--- config.mk ---
export PLATFORM = sky130hd
export DESIGN_NAME = uart_tx_arbiter
export DESIGN_NICKNAME = d
export VERILOG_FILES = /design/src/rtl/uart_tx_arbiter.sv
export SDC_FILE = /design/constraint.sdc
export NUM_CORES = 1
export LEC_CHECK = 0
export ABC_AREA = 1
export CAP_MARGIN = 10
export CORE_AREA = 2 2 80 121
export DETAILED_ROUTE_END_ITERATION = 8
export DIE_AREA = 0 0 82 123
export HOLD_SLACK_MARGIN = 0.02
export PLACE_DENSITY_LB_ADDON = 0.15
export SYNTH_ARGS = -nofsm -noshare
export SYNTH_HDL_FRONTEND = slang
export SYNTH_SLANG_ARGS = --single-unit
--- constraint.sdc ---
create_clock -name clk -period 4.3 [get_ports clk]
set_clock_uncertainty 0.05 [all_clocks]
set_input_delay 0.86 -clock clk [delete_from_list [all_inputs] [get_ports clk]]
set_output_delay 0.86 -clock clk [all_outputs]
set_load 0.01 [all_outputs]
--- src/rtl/uart_tx_arbiter.sv ---
//-----------------------------------------------------------------------------
// uart_tx_arbiter
// Shares a single uart_tx byte serializer among NUM_REQ requesters. A
// round-robin arbiter grants one requester at a time, latches its
// WORD_BYTES-byte word and sends it as a framed packet:
//   header {HDR_TAG, grant index}, payload MSB byte first, optional checksum.
// Each byte is handed to uart_tx with a one-cycle start pulse; the next byte
// is only loaded after uart_tx reports done.
//
// Optional feature macro: TX_CHECKSUM_EN
//   defined   : one extra trailing byte = XOR of header and all payload bytes
//   undefined : no checksum byte and no XOR logic
//
// Ports
//   clk            system clock
//   rst_n          asynchronous reset, active-low
//   req_i          per-requester level request, held until its ack_o
//   req_data_i     requester words, word k at [k*WORD_BYTES*8 +: WORD_BYTES*8]
//   ack_o          one-hot single-cycle pulse: word k latched
//   busy_o         high from grant until the packet is complete
//   packet_done_o  single-cycle pulse after the last byte's tx_done_i
//   tx_data_o      byte presented to uart_tx
//   tx_start_o     single-cycle start pulse to uart_tx
//   tx_done_i      uart_tx end-of-frame pulse
//-----------------------------------------------------------------------------
`timescale 1ns/1ps

module uart_tx_arbiter #(
    parameter int         NUM_REQ    = 4,
    parameter int         WORD_BYTES = 4,
    parameter logic [3:0] HDR_TAG    = 4'hA
) (
    input  logic                            clk,
    input  logic                            rst_n,
    input  logic [NUM_REQ-1:0]              req_i,
    input  logic [NUM_REQ*WORD_BYTES*8-1:0] req_data_i,
    output logic [NUM_REQ-1:0]              ack_o,
    output logic                            busy_o,
    output logic                            packet_done_o,
    output logic [7:0]                      tx_data_o,
    output logic                            tx_start_o,
    input  logic                            tx_done_i
);

    localparam int WORD_W = WORD_BYTES * 8;
    localparam int PTR_W  = (NUM_REQ > 1) ? $clog2(NUM_REQ) : 1;
`ifdef TX_CHECKSUM_EN
    localparam int LAST_IDX = WORD_BYTES + 1;
`else
    localparam int LAST_IDX = WORD_BYTES;
`endif
    localparam int IDX_W = $clog2(LAST_IDX + 1);

    typedef enum logic [1:0] {IDLE, START, WAIT} state_e;

    state_e               state_q, state_d;
    logic [PTR_W-1:0]     ptr_q, ptr_d;
    logic [IDX_W-1:0]     idx_q, idx_d;
    logic [WORD_W-1:0]    word_q, word_d;
    logic [NUM_REQ-1:0]   ack_q, ack_d;
    logic                 busy_q, busy_d;
    logic                 done_q, done_d;
    logic                 start_q, start_d;
    logic [7:0]           data_q, data_d;
`ifdef TX_CHECKSUM_EN
    logic [7:0]           cksum_q, cksum_d;
`endif

    logic [PTR_W-1:0]     grant_idx;
    logic                 grant_vld;
    logic [7:0]           hdr_byte;
    logic                 last_byte;
    int                   cand;

    // Round-robin pick: scan from the farthest candidate to the nearest so
    // the requester closest to (at/after) the pointer is the final winner.
    always_comb begin
        grant_idx = ptr_q;
        grant_vld = 1'b0;
        cand      = 0;
        for (int k = NUM_REQ - 1; k >= 0; k--) begin
            cand = int'(ptr_q) + k;
            if (cand >= NUM_REQ) cand = cand - NUM_REQ;
            if (req_i[PTR_W'(cand)]) begin
                grant_idx = PTR_W'(cand);
                grant_vld = 1'b1;
            end
        end
    end

    assign hdr_byte  = {HDR_TAG, 4'(grant_idx)};
    assign last_byte = (idx_q == IDX_W'(LAST_IDX));

    // State register
    always_ff @(posedge clk or negedge rst_n) begin
        if (!rst_n) begin
            state_q <= IDLE;
        end else begin
            state_q <= state_d;
        end
    end

    // Next-state logic
    always_comb begin
        state_d = state_q;
        case (state_q)
            IDLE:    if (grant_vld) state_d = START;
            START:   state_d = WAIT;
            WAIT:    if (tx_done_i) state_d = last_byte ? IDLE : START;
            default: state_d = IDLE;
        endcase
    end

    // Output / datapath next values
    always_comb begin
        ack_d   = '0;
        done_d  = 1'b0;
        start_d = 1'b0;
        busy_d  = busy_q;
        data_d  = data_q;
        idx_d   = idx_q;
        ptr_d   = ptr_q;
        word_d  = word_q;
`ifdef TX_CHECKSUM_EN
        cksum_d = cksum_q;
`endif
        case (state_q)
            IDLE: begin
                if (grant_vld) begin
                    ack_d  = NUM_REQ'(1) << grant_idx;
                    busy_d = 1'b1;
                    data_d = hdr_byte;
                    idx_d  = '0;
                    ptr_d  = (grant_idx == PTR_W'(NUM_REQ - 1)) ? '0 : grant_idx + 1'b1;
                    word_d = req_data_i[int'(grant_idx)*WORD_W +: WORD_W];
`ifdef TX_CHECKSUM_EN
                    cksum_d = hdr_byte;
`endif
                end
            end
            START: begin
                start_d = 1'b1;
            end
            WAIT: begin
                if (tx_done_i) begin
                    if (last_byte) begin
                        busy_d = 1'b0;
                        done_d = 1'b1;
                        idx_d  = '0;
                    end else begin
                        idx_d = idx_q + 1'b1;
`ifdef TX_CHECKSUM_EN
                        if (idx_q == IDX_W'(WORD_BYTES)) begin
                            data_d = cksum_q;
                        end else begin
                            data_d  = word_q[WORD_W-1 -: 8];
                            word_d  = word_q << 8;
                            cksum_d = cksum_q ^ word_q[WORD_W-1 -: 8];
                        end
`else
                        // Payload leaves MSB byte first: shift the word up.
                        data_d = word_q[WORD_W-1 -: 8];
                        word_d = word_q << 8;
`endif
                    end
                end
            end
            default: ;
        endcase
    end

    // Control and output registers
    always_ff @(posedge clk or negedge rst_n) begin
        if (!rst_n) begin
            ptr_q   <= '0;
            idx_q   <= '0;
            ack_q   <= '0;
            busy_q  <= 1'b0;
            done_q  <= 1'b0;
            start_q <= 1'b0;
            data_q  <= 8'h00;
        end else begin
            ptr_q   <= ptr_d;
            idx_q   <= idx_d;
            ack_q   <= ack_d;
            busy_q  <= busy_d;
            done_q  <= done_d;
            start_q <= start_d;
            data_q  <= data_d;
        end
    end

    // Latched word (and running checksum) are only read inside a packet.
    always_ff @(posedge clk) begin
        word_q  <= word_d;
`ifdef TX_CHECKSUM_EN
        cksum_q <= cksum_d;
`endif
    end

    assign ack_o         = ack_q;
    assign busy_o        = busy_q;
    assign packet_done_o = done_q;
    assign tx_start_o    = start_q;
    assign tx_data_o     = data_q;

endmodule

Word-level counts from Yosys, hierarchy flattened
Index checks and enable logic that the tools add are counted.
{"block": "word_totals", "reg_bits": 54, "in_bits": 135, "output_inout_bits": 15, "word_cells": 94}
{"block": "classes", "add_sub_neg": 9, "order_cmp": 8, "eq_ne": 8, "shifts": 2, "muxes": 51, "reduce_logical": 7}
{"cell": "$shiftx 128x8->32", "n": 1}
{"cell": "$mux 32", "n": 3}
{"cell": "$pmux 32 s2", "n": 1}
{"cell": "$mux 8", "n": 3}
{"cell": "$mux 2", "n": 11}
{"cell": "$mux 1", "n": 20}
{"cell": "$lt 2x4->1 const B", "n": 4}
{"cell": "$pmux 8 s2", "n": 1}
{"cell": "$ge 3x3->1 const B", "n": 3}
{"cell": "$mux 3", "n": 3}
{"cell": "$bmux 1 s2", "n": 4}
{"cell": "$mux 4", "n": 2}
{"cell": "$ne 2x2->1 const B", "n": 4}
{"cell": "$reduce_and 4->1", "n": 2}
{"cell": "$sub 2x1->2 const B", "n": 4}
{"cell": "$add 2x2->3 const B", "n": 2}
{"cell": "$pmux 2 s3", "n": 1}
{"cell": "$pmux 3 s2", "n": 1}
{"cell": "$eq 2x2->1 const B", "n": 2}
{"cell": "$reduce_and 2->1", "n": 2}
{"cell": "$shl 1x2->4 const A", "n": 1}
{"cell": "$add 2x1->3 const B", "n": 1}
{"cell": "$add 3x1->3 const B", "n": 1}
{"cell": "$eq 3x3->1 const B", "n": 1}
{"cell": "other kinds (7)", "n": 7}

Longest topological paths before layout
{"block": "logic_depth", "ltp_word": 13, "ltp_mapped": 17, "depth_no_buf": 15}

Worst setup path before layout
OpenSTA, ideal clock, no wires.
{"block": "synth_path", "path_type": "input -> register", "startpoint": "in req_i[3]", "endpoint": "reg data_q[1] (netlist: tx_data_o[1])", "setup_ns": 0.126, "arrival_ns": 2.352, "required_ns": 4.124, "slack_ns": 1.771, "cell_stages": 11, "n_path_buf": 0, "path_cell_list": "inv_1 o21ai_1 nand2_1 nand2_1 inv_2 nand4_1 nand2_1 nor2_4 inv_2 nand2_1 o21ai_0"}
{"block": "synth_between", "elab_chain_cells": 9, "elab_cells_between_ends": 24, "cone_classes": "eq/ne: 1; mux: 22; reduce/logical: 1"}
{"element": "start: declaration", "line_no": "35", "rtl": "input logic [NUM_REQ-1:0] req_i,"}
{"element": "$bmux 1 s2", "line_no": "84", "rtl": "if (req_i[PTR_W'(cand)]) begin"}
{"element": "$mux 1 (not written as such) (2 in a row)", "line_no": "84"}
{"element": "$mux 1 or $mux 2 (tied branches) (4 in a row)", "line_no": "84"}
{"element": "$ne 2x2->1 (no line) or $mux 8 (tied branches)"}
{"element": "$reduce_and 4->1 (no line) or $pmux 8 s2 (tied branches)"}
{"element": "end signal: assignment", "line_no": "189", "rtl": "data_q <= data_d;"}
{"element": "end: declaration", "line_no": "64", "rtl": "logic [7:0] data_q, data_d;"}
Several ways; a longest one is shown, not always the timed one. The select of a mux whose other input is x is not followed.
A chain may end at the register's enable or synchronous reset.

Worst setup path in the final report
{"block": "layout_path", "startpoint": "in req_i[1]", "endpoint": "reg ptr_q[1]"}
{"block": "layout_between", "elab_chain_cells": 9, "elab_cells_between_ends": 24, "cone_classes": "add/sub: 1; eq/ne: 1; mux: 21; reduce/logical: 1"}
{"element": "$bmux 1 s2", "line_no": "84"}
{"element": "$mux 1 (not written as such) (2 in a row)", "line_no": "84"}
{"element": "$mux 2 (4 in a row)", "line_no": "84"}
{"element": "$add 2x1->2 or $eq 2x2->1 (tied branches)", "line_no": "134", "rtl": "ptr_d = (grant_idx == PTR_W'(NUM_REQ - 1)) ? '0 : grant_idx + 1'b1;"}
{"element": "$mux 2", "line_no": "134"}
{"element": "end signal: assignment", "line_no": "183", "rtl": "ptr_q <= ptr_d;"}
{"element": "end: declaration", "line_no": "57", "rtl": "logic [PTR_W-1:0] ptr_q, ptr_d;"}
Several ways; a longest one is shown, not always the timed one. The select of a mux whose other input is x is not followed.

==> impl_metrics.yaml <==
synth:
  syn_nets: 636
  ys_seq_area_share_pct: 42.6
  yosys-top-cells-area: "edfxtp_1, nand3_1, nand2_1, dfrtp_1, nor2_1"
  synth_common_cells: "nand2_1, nand3_1, edfxtp_1"
  syn_avg_cell_area_um2: 7.14
  synth_top_area_cell: "edfxtp_1"
  synth_most_common_cell: "nand2_1"
  synth.top_cell.area_share_pct: 27.1
  synth_flop_cell: "edfxtp_1"
  syn_inst: 497
  ys_types: 27
  synth.ff_latch_count: 54
  synth_edf_count: 32
  synthArstFlopShare_pct: 40.7
  ys_warn_count: 0
  netlist_area_mm2: 0.00355
floorplan:
  ios: 150
  core_mm2: 0.00904
  start_util_pct: 39.3
  dieArea_mm2: 0.0101
  die_y_um: 123
  rows: 43
  die_w_um: 82
cells_and_area:
  fillers: 883
  num_antenna_cells: 0
  nets: 765
  design_area_mm2: 0.00516
  drive_gt1_share_pct: 4.63
  area_delta_synth_final_pct: 45.4
detailed_routing:
  firstDrtPassIters: 4
  drt_wl_total_um: 10200
  num_vias: 3790
  vias_per_cell: 5.13
  ant_nets: 0
  drt-wirelength-per-cell_um: 13.8
  dr.first_iter.drc_count: 162
  drcViolationCount: 0
status:
  status: "complete, no violations"
clock_network:
  htreeDepth: 2
  cts_made_buffers: 5
  path_clk_slew_ps: 70
  cts_buffer_depth: 2
  clockRootBuffer: "clkbuf_16"
  clock_sink_count: 54
  hold_buffers: 0
  cts_resized: 0
  clock_latency_ps: 290
  post_cts_buffers: 0
  cts_tree: "built"
worst_setup_path:
  cp.required_ps: 4420
  critical_path_class: "in -> reg"
  end_kind: "register"
  arrival_ps: 3260
  r2r_slack_ps: 1390
  startpoint_type: "input pin"
  critPathMaxFanout: 42
timing:
  layout_setup_ws_ps: 1160
  finalCritPeriodShare_pct: 73.1
  slew-limit-headroom_pct: 32.3
  finalSetupTns_ps: 0
  rsz0062_at_grt: "no"
  period_needed_ps: 3140
  hold_viol: 0
  slew_viol_final: 0
  tightest_slew_ps: 1010
  hold_ws_ps: 422
  timing.fmax_mhz: 318
  report.final.setup_viol: 0
placement:
  pre_cts_ws_ps: 872
  dp_hpwl_um: 7310
  io_buffers: 149
  dpl_cell_area_mm2: 0.00502
  gp_congestion: 0.913
global_route:
  grt_pass1_vias: 3562
  grt_max_degree: 71
  grt_remaining_overflow: 0
  grt_util_all_layers_pct: 20.1
  antenna_found_initial: 0
  grt_pass1_wl_um: 15800
flow_run:
  maxCapViolations: 0
power:
  power.leakage_nw: 2.30
  powerDensity_mw_per_mm2: 818
  vdd_drop_max_mv: 0.643
min_path:
  hold_class: "reg -> reg"
[state kept, by name, indices dropped and copies added, names as in the netlist]
register,cells
tx_data_o,8
busy_o,1
ptr_q,2
ack_o,4
packet_done_o,1
state_q,2
idx_q,3
tx_start_o,1
word_q,32
[critical path, cell delays in order]
cell and delay [ps]:
clkdlybuf4s50_1 480, inv_1 40, nand2_1 70, nand3_1 160
and3_1 210, a22oi_2 110, buf_4 440, inv_2 370
ha_1 370, nor2_1 100, a21oi_1 50
[final timing paths]
kind                                   startpoint                        to  cells past startpoint
min                        state_q[1]$_DFFE_PN0P_      tx_start_o$_DFF_PN0_                      1
max reg2reg                state_q[1]$_DFFE_PN0P_      word_q[17]$_DFFE_PP_                      9
min in group asynchronous                   rst_n   packet_done_o$_DFF_PN0_                      1
max                                      req_i[1]      ptr_q[1]$_DFFE_PN0P_                     11
min reg2reg                state_q[1]$_DFFE_PN0P_      tx_start_o$_DFF_PN0_                      1
max in group asynchronous                   rst_n  tx_data_o[2]$_DFFE_PN0P_                      1
[metrics by stage]
stage	instances	total power, W	utilization, %
detailed placement	731	0.00387	55.6
floorplan	497	0.00322	-
global route	739	0.00466	57.1
global placement	731	0.00380	55.6
finish	739	0.00422	57.1
CTS	739	0.00426	57.1
[cells by family after synthesis]
family / after synthesis / share of synthesized area (%)
buf+inv: 52 / 7.79
flops: 54 / 42.6
compound gates: 13 / 2.04
fa+ha+maj: 4 / 1.41
xor+xnor: 1 / 0.247
simple gates: 373 / 45.9
[placed cells by master (no fill, tap or decap)]
cell	netlist	final
a22oi_2	1	1
nor2_2	0	1
nand4_1	2	2
nand3_1	148	148
o21ai_1	1	1
inv_1	12	12
xnor2_1	1	1
nand3_2	1	1
nand2_4	2	2
clkdlybuf4s50_1	0	149
and3_1	1	1
edfxtp_1	32	32
clkbuf_1	3	1
or2_2	1	1
clkbuf_16	0	5
nand2_2	2	2
nand2_1	182	182
a21oi_1	3	3
inv_2	7	7
o21ai_0	8	8
buf_4	6	5
nor3_1	2	2
inv_4	1	1
nor2_4	1	1
clkinv_2	0	2
nor2_1	31	30
dfrtp_1	22	22
ha_1	4	4
[report_power, final]
| group | switching [W] | internal [W] |
|---|---|---|
| Combinational | 0.00180 | 0.000944 |
| Sequential | 0.000107 | 0.000988 |
| Clock | 0.000171 | 0.000214 |
[metal layers]
layer | routed length (um) | share of wire (%) | vias up | GRT usage (%)
li1 | - | - | 1908 | -
met1 | 4010 | 39 | 1717 | 22.3
met2 | 5260 | 52 | 152 | 36.9
met3 | 736 | 7.2 | 13 | 4.45
met4 | 184 | 1.8 | 0 | 6.77
met5 | 0 | 0 | - | 0
[layout make-up]
cell class	count	area [um2]	share of cell area, %
tap	112	140	2.71
clock inverter	2	10.0	0.194
clock buffer	6	129	2.50
inverter	20	77.6	1.50
timing repair buffer	154	1530	29.6
sequential	54	1510	29.3
multi-input combinational	391	1770	34.2
Power figures use the tool's default switching activity.
